File: config.mk
export PLATFORM = sky130hd
export DESIGN_NAME = led_ctrl_multi
export DESIGN_NICKNAME = d
export VERILOG_FILES = /design/src/rtl/led_ctrl_multi.sv
export SDC_FILE = /design/constraint.sdc
export NUM_CORES = 1
export LEC_CHECK = 0
export CORE_UTILIZATION = 60
export DETAILED_ROUTE_END_ITERATION = 16
export PLACE_DENSITY_LB_ADDON = 0.1
export REMOVE_ABC_BUFFERS = 1
export SKIP_LAST_GASP = 1
export SLEW_MARGIN = 20
export SYNTH_ARGS = -nofsm -noshare
export SYNTH_HDL_FRONTEND = slang
export SYNTH_SLANG_ARGS = --single-unit
File: constraint.sdc
create_clock -name clk -period 4.8 [get_ports clk]
set_clock_uncertainty 0.2 [all_clocks]
set_input_delay 0.96 -clock clk [delete_from_list [all_inputs] [get_ports clk]]
set_output_delay 0.96 -clock clk [all_outputs]
set_load 0.005 [all_outputs]
File: src/rtl/led_ctrl_multi.sv
// led_ctrl_multi: debounced push button that steps a bank of LEDs through OFF/ON/BLINK/CHASE.
// Latency: 2-flop sync + DEBOUNCE_CYCLES to press_pulse, and one more edge to mode/led_on.
// Backpressure: none; the button is sampled every cycle, and presses closer than the debounce window are merged.
//
// Ports:
//   clk          system clock
//   rst          asynchronous active-high reset
//   push_button  raw active-high button, asynchronous to clk
//   led_on       registered LED drive, 1 = lit
//   mode         current mode: 0 OFF, 1 ON, 2 BLINK, 3 CHASE
//   press_pulse  one-cycle strobe per accepted press
//
// Optional feature: define LED_CTRL_LONGPRESS_EN to force OFF after LONG_CYCLES of continuous hold.

module led_ctrl_multi #(
  parameter int NUM_LEDS        = 2,
  parameter int DEBOUNCE_CYCLES = 1000000,
  parameter int TICK_CYCLES     = 12500000,
  parameter int LONG_CYCLES     = 100000000
) (
  input  logic                clk,
  input  logic                rst,
  input  logic                push_button,
  output logic [NUM_LEDS-1:0] led_on,
  output logic [1:0]          mode,
  output logic                press_pulse
);

  localparam int DB_W = (DEBOUNCE_CYCLES > 2) ? $clog2(DEBOUNCE_CYCLES) : 1;
  localparam int TK_W = (TICK_CYCLES > 2) ? $clog2(TICK_CYCLES) : 1;

  localparam logic [DB_W-1:0] DB_LAST = DB_W'(DEBOUNCE_CYCLES - 1);
  localparam logic [TK_W-1:0] TK_LAST = TK_W'(TICK_CYCLES - 1);

  typedef enum logic [1:0] {
    MODE_OFF   = 2'd0,
    MODE_ON    = 2'd1,
    MODE_BLINK = 2'd2,
    MODE_CHASE = 2'd3
  } mode_t;

  // Synchroniser and debounce state
  logic            sync_1;
  logic            btn_s;
  logic            btn_db;
  logic [DB_W-1:0] cnt;
  logic            db_hit;

  // Display state
  mode_t           state;
  mode_t           state_nxt;
  logic            mode_chg;
  logic [TK_W-1:0] tick_cnt;
  logic            tick;
  logic            phase;
  logic            phase_nxt;
  logic [NUM_LEDS-1:0] chase;
  logic [NUM_LEDS-1:0] chase_nxt;
  logic [NUM_LEDS-1:0] led_nxt;
  logic            long_hit;

  assign mode = state;

  // Two-flop synchroniser for the asynchronous button.
  always_ff @(posedge clk or posedge rst) begin
    if (rst) begin
      sync_1 <= 1'b0;
      btn_s  <= 1'b0;
    end else begin
      sync_1 <= push_button;
      btn_s  <= sync_1;
    end
  end

  // The level is accepted on the DEBOUNCE_CYCLES-th consecutive cycle that it differs.
  assign db_hit = (btn_s != btn_db) && (cnt == DB_LAST);

  always_ff @(posedge clk or posedge rst) begin
    if (rst) begin
      cnt         <= '0;
      btn_db      <= 1'b0;
      press_pulse <= 1'b0;
    end else begin
      press_pulse <= db_hit & btn_s;
      if (btn_s == btn_db) begin
        cnt <= '0;
      end else if (db_hit) begin
        btn_db <= btn_s;
        cnt    <= '0;
      end else begin
        cnt <= cnt + DB_W'(1);
      end
    end
  end

`ifdef LED_CTRL_LONGPRESS_EN
  localparam int HOLD_W = $clog2(LONG_CYCLES + 1);
  localparam logic [HOLD_W-1:0] HOLD_FIRE = HOLD_W'(LONG_CYCLES - 1);
  localparam logic [HOLD_W-1:0] HOLD_SAT  = HOLD_W'(LONG_CYCLES);

  logic [HOLD_W-1:0] hold;

  // Saturating one past the fire value makes the override happen once per hold.
  always_ff @(posedge clk or posedge rst) begin
    if (rst) begin
      hold <= '0;
    end else if (!btn_db) begin
      hold <= '0;
    end else if (hold != HOLD_SAT) begin
      hold <= hold + HOLD_W'(1);
    end
  end

  assign long_hit = (hold == HOLD_FIRE);
`else
  // LONG_CYCLES only matters when the long-press feature is built in.
  localparam int long_cycles_unused = LONG_CYCLES;
  assign long_hit = 1'b0;
`endif

  assign tick = (tick_cnt == TK_LAST);

  // Next mode: a long press overrides, otherwise each press steps the mode once.
  always_comb begin
    state_nxt = state;
    mode_chg  = 1'b0;
    if (long_hit) begin
      state_nxt = MODE_OFF;
      mode_chg  = 1'b1;
    end else if (press_pulse) begin
      mode_chg = 1'b1;
      case (state)
        MODE_OFF:   state_nxt = MODE_ON;
        MODE_ON:    state_nxt = MODE_BLINK;
        MODE_BLINK: state_nxt = MODE_CHASE;
        default:    state_nxt = MODE_OFF;
      endcase
    end
  end

  // A mode change reloads the entry pattern and swallows a coincident tick.
  always_comb begin
    phase_nxt = phase;
    chase_nxt = chase;
    if (mode_chg) begin
      phase_nxt = 1'b1;
      chase_nxt = NUM_LEDS'(1);
    end else if (tick) begin
      phase_nxt = ~phase;
      chase_nxt = {chase[NUM_LEDS-2:0], chase[NUM_LEDS-1]};
    end
  end

  // LED drive is computed from the next state so it changes on the same edge as mode.
  always_comb begin
    led_nxt = '0;
    case (state_nxt)
      MODE_OFF:   led_nxt = '0;
      MODE_ON:    led_nxt = '1;
      MODE_BLINK: led_nxt = {NUM_LEDS{phase_nxt}};
      default:    led_nxt = chase_nxt;
    endcase
  end

  always_ff @(posedge clk or posedge rst) begin
    if (rst) begin
      state    <= MODE_OFF;
      tick_cnt <= '0;
      phase    <= 1'b0;
      chase    <= '0;
      led_on   <= '0;
    end else begin
      state    <= state_nxt;
      tick_cnt <= (mode_chg || tick) ? '0 : tick_cnt + TK_W'(1);
      phase    <= phase_nxt;
      chase    <= chase_nxt;
      led_on   <= led_nxt;
    end
  end

endmodule

* Yosys cells after proc, flatten, opt, wreduce, memory -nomap -nowiden *
Cells that the tools add are included.

word-level totals
  input bits = 3
  flip-flop bits (word level) = 55
  word-level logic and storage cells = 39

operators by class
  bitwise operators = 3
  muxes and demuxes = 11
  add/subtract/negate cells = 2
  reduce and logical (&&, ||, !) cells = 5
  equal/unequal tests = 8

operators with widths
  cell                                                             count
  20-bit two-way mux                                               2
  24-bit by 1-bit adder with 24-bit output, second input constant  1
  24-bit == test, second input constant                            1
  24-bit two-way mux                                               1
  20-bit by 1-bit adder with 20-bit output, second input constant  1
  20-bit == test, second input constant                            1
  2-bit one-hot mux with 3 select lines                            2
  2-bit two-way mux                                                3
  2-bit by 1-bit == test with 1-bit output, second input constant  2
  2-bit == test, second input constant                             2
  2-bit logical NOT                                                2
  1-bit two-way mux                                                3
  1-bit inverter                                                   2
  2-bit AND reduction                                              1
  1-bit AND                                                        1
  1-bit == test                                                    1
  1-bit logical AND                                                1
  1-bit logical OR                                                 1
  1-bit != test                                                    1

* Longest topological paths before layout *
  word-level depth = 5
  depth in mapped cells = 9
  depth with buffers taken out = 6

* Worst setup path before layout *
Ideal clock, no wire load.

  kind = register to register
  start = register tick_cnt[0]
  end = register tick_cnt[10]
  path slack = 2.849 ns
  required time = 4.528 ns
  setup time = 0.072 ns
  stages on the path, launching flop included = 10
  arrival time = 1.679 ns
  clock period less this slack = 1.951 ns
  cells stage by stage = dfrtp_1 -> ha_1 -> nand4_1 -> nor3_2 -> and2_4 -> buf_6 -> or2_1 -> buf_6 -> buf_8 -> nor2_1

on the way
  word-level cells in the longest chain between the ends = 3
  elaborated cells between the ends (all ways) = 4
  those cells by class = add/sub: 1; eq/ne: 1; mux: 1; reduce/logical: 1

ends and longest elaborated chain
  item                                                                                              line  RTL
  start: declaration                                                                                53    logic [TK_W-1:0] tick_cnt;
  start signal: assignment                                                                          174   tick_cnt <= (mode_chg || tick) ? '0 : tick_cnt + TK_W'(1);
  parallel branches: the longest is 2 deep, another holds 24-bit by 1-bit adder with 24-bit output  n/a
  24-bit two-way mux (*)                                                                            174

Mark *: on every way between the ends.
A chain may end at the register's enable or synchronous reset.

* Worst setup path after layout *
  start = register state[0], in the netlist mode[0]
  end = output mode[0]

RTL lines
  item                      line  RTL
  start: declaration        50    mode_t state;
  start signal: assignment  173   state <= state_nxt;
  end: declaration          25    output logic [1:0] mode,

No word-level cell between the ends.

==> metrics.md <==
| Metric | Value |
|---|---|
| GPL Wtd Cong | 0.7327 |
| Post-synth EDFFs | 0 |
| Max Freq | roughly 390 MHz |
| Final Cycle Share | 0.5399 |
| Die H | about 69 um |
| Vias in the first global route | ~1,600 |
| Final Hold Fails | 0 |
| Layout Nets | 274 |
| Max-Cap Viols | 0 |
| Status | complete, no violations |
| First-pass GRT wire length | 7.072 mm |
| Port bufs | 7 |
| Largest net degree at the start of global routing | 56 |
| Post-route antenna net violation count | 0 |
| Synth Cell Area | 2674 um^2 |
| Die width | slightly below 70 um |
| Hold path start | sync_1$_DFF_PP0_ |
| Io pins | 8 |
| CP endpoint kind | primary output |
| Number of setup violations in the final report | 0 |
| DRT Pass-1 Iters | 4 |
| Post-CTS Setup Repair Bufs | 0 |
| Placement Rows | 23 |
| Worst Path Required | about 3600 ps |
| Slowest-stage cell, CP | clkdlybuf4s50_1 |
| FF+latch count, synth | between 50 and 60 |
| Starting DRT DRC Count | 81 |
| Largest delay share family, worst path | buffers and inverters |
| CTS tree | done |
| CP Max Fanout | 11 |
| Clock Latency Late Sink | 310 ps |
| CTS sink count | 55 |
| Crit path cell chain | clkdlybuf4s50_1 |
| Setup_tns | 0 ps |
| RSZ-0062 raised after global routing | false |
| Die area | around 4700 um^2 |
| CTS resizes | 0 |
| Min-delay worst type | reg2reg |
| Worst hold path depth | 0 |
| Syn_area_per_cell | about 10 um^2 |
| # hold bufs at CTS | 0 |
| Total wire length | between 4 and 5 mm |
| Finished Cell Area | between 2000 and 3000 um^2 |
| Pins over their slew limit | 0 |
| Worst R2R Setup Slack | 2310 ps |
| Delay of the slowest critical-path stage | between 500 and 600 ps |
| Via count | between 1,500 and 2,000 |
| N_diodes | 0 |
| Clk buf depth | 2 |
| Vias per cell | roughly 5.5 |
| Period minus WS final | 2592 ps |
| Worst-Margin Slew | roughly 920 ps |
| GRT Overall Usage | 0.2052 |
| Reg2reg end | tick_cnt[12]$_DFF_PP0_ |
| Gate Count Post-Synth | ~260 |
| P per Cell Area | roughly 260 nW/um^2 |
| Ys flop type | dfrtp_1 |
| Startpoint Class | flip-flop |
| Arr. time, crit path | 1430 ps |
| Post-synthesis sequential area ratio | 0.5147 |
| R2R depth | 6 |
| Area Overhead vs Synth | 5.569% |
| CTS root buf | clkbuf_8 |
| Initial Utilization | 0.6452 |
| H-tree depth | 2 |
| GR Overflow Total | 0 |
| Placed cell areas | around 2700 um^2 |
| Hold WS | 163.9 ps |
| CTS buffer count | 5 |
| Worst Path Buf+Inv | 1 |
| Residual DRC | 0 |
| WHS Endpoint | btn_s$_DFF_PP0_ |
| Core Box Area | roughly 4100 um^2 |
| VDD IR max | between 200 and 250 uV |
| Leak pwr | roughly 1.3 nW |
| HPWL after DPL | approximately 2.8 mm |
| WL/cell | 13.04 um |
| Share of layout cells above drive strength 1 | 0.06667 |
| Critical path type | reg2out |
| Fraction of registers with async set/reset | 1.000 |
| Initial antenna violation count | 0 |
| Clk pin slew, worst setup/hold paths | around 100 ps |
| Yosys warns | 0 |
| FF-to-FF Start | tick_cnt[0]$_DFF_PP0_ |
| Rel. slew slack | 0.3880 |
| Netlist cell types | 38 |
==> synth_stat cells (3+ instances only) <==
library cell / number / area, um^2
dfrtp_1: 55 / 1376
nor2_1: 55 / 206.5
xor2_1: 26 / 227.7
nand3_1: 22 / 110.1
xnor2_1: 18 / 157.7
nand2_1: 14 / 52.55
nand4_1: 10 / 62.56
inv_1: 7 / 26.28
and3_1: 5 / 31.28
nor3_1: 5 / 25.02
nand2b_1: 4 / 25.02
mux2i_1: 3 / 30.03
nor4_1: 3 / 18.77
==> flip-flops by register name (all words and copies together) (netlist names) <==
name         flops
sync_1           1
mode             2
phase            1
tick_cnt        24
cnt             20
chase            2
press_pulse      1
btn_s            1
led_on           2
btn_db           1
==> cells in the final DEF, fill, tap and decap left out, types with 2 or more instances in the layout <==
cell	synthesis	routed
and3_1	5	5
dfrtp_1	55	55
inv_1	7	6
nand3b_1	2	2
clkbuf_8	0	5
and2_1	2	2
nor2_1	55	55
nor3_1	5	5
clkinv_2	0	2
nand2b_1	4	4
nor4_1	3	3
xnor2_1	18	18
and4_1	2	2
nor4_2	2	2
xor2_1	26	26
mux2i_1	3	3
nand3_1	22	22
or2_2	2	2
nand2_1	14	14
ha_1	2	2
nand4_1	10	10
nor3_2	2	2
clkdlybuf4s50_1	0	7
==> worst max path at each step <==
stage	startpoint	to	cells past startpoint
after floorplan	rst	btn_db$_DFFE_PP0P_	1
after global placement	rst	tick_cnt[4]$_DFF_PP0_	2
after detailed placement	rst	tick_cnt[6]$_DFF_PP0_	2
after CTS	mode[0]$_DFF_PP0_	mode[0]	1
after global routing	tick_cnt[0]$_DFF_PP0_	tick_cnt[19]$_DFF_PP0_	6
final	mode[0]$_DFF_PP0_	mode[0]	1
==> cell type report <==
class,instances,area (um^2)
clock buffers,6,72.57
clock inverters,2,12.51
fillers,330,1321
inverters,7,27.53
multi-input cells,193,1201
flip-flops and latches,55,1376
well taps,50,62.56
repair buffers,7,70.07
==> cells by family after synthesis <==
| family | count (synthesis) | synth area share |
|---|---|---|
| flops | 55 | 0.5147 |
| fa+ha+maj | 2 | 0.009357 |
| simple gates | 137 | 0.2644 |
| mux | 4 | 0.01544 |
| xor+xnor | 44 | 0.1441 |
| buf+inv | 15 | 0.03603 |
| compound gates | 6 | 0.01591 |
==> stage by stage <==
step,cells,power (mW),setup WS (ps),util
final,320,0.7312,2208,0.6812
after global routing,320,0.7581,2048,0.6812
after CTS,320,0.7397,2196,0.6809
after detailed placement,312,0.4951,2264,0.6603
after global placement,312,0.4948,2268,0.6603
after floorplan,255,0.4893,2297,-
==> routing by layer <==
layer  vias up  global-route usage  routed length, um
li1        894                   -                  -
met1       818              0.2585               2085
met2        26              0.3321               1875
met3        10             0.05428                117
met4         0             0.08929                 95
met5         -                   0                  0
==> where the power goes <==
group          internal, mW  switching, mW  leakage (nW)
combinational       0.00402         0.0130         0.463
clock                 0.102          0.144        0.0412
sequential            0.466        0.00227         0.747
total                 0.572          0.159          1.25
Power figures use the tool's default switching activity.
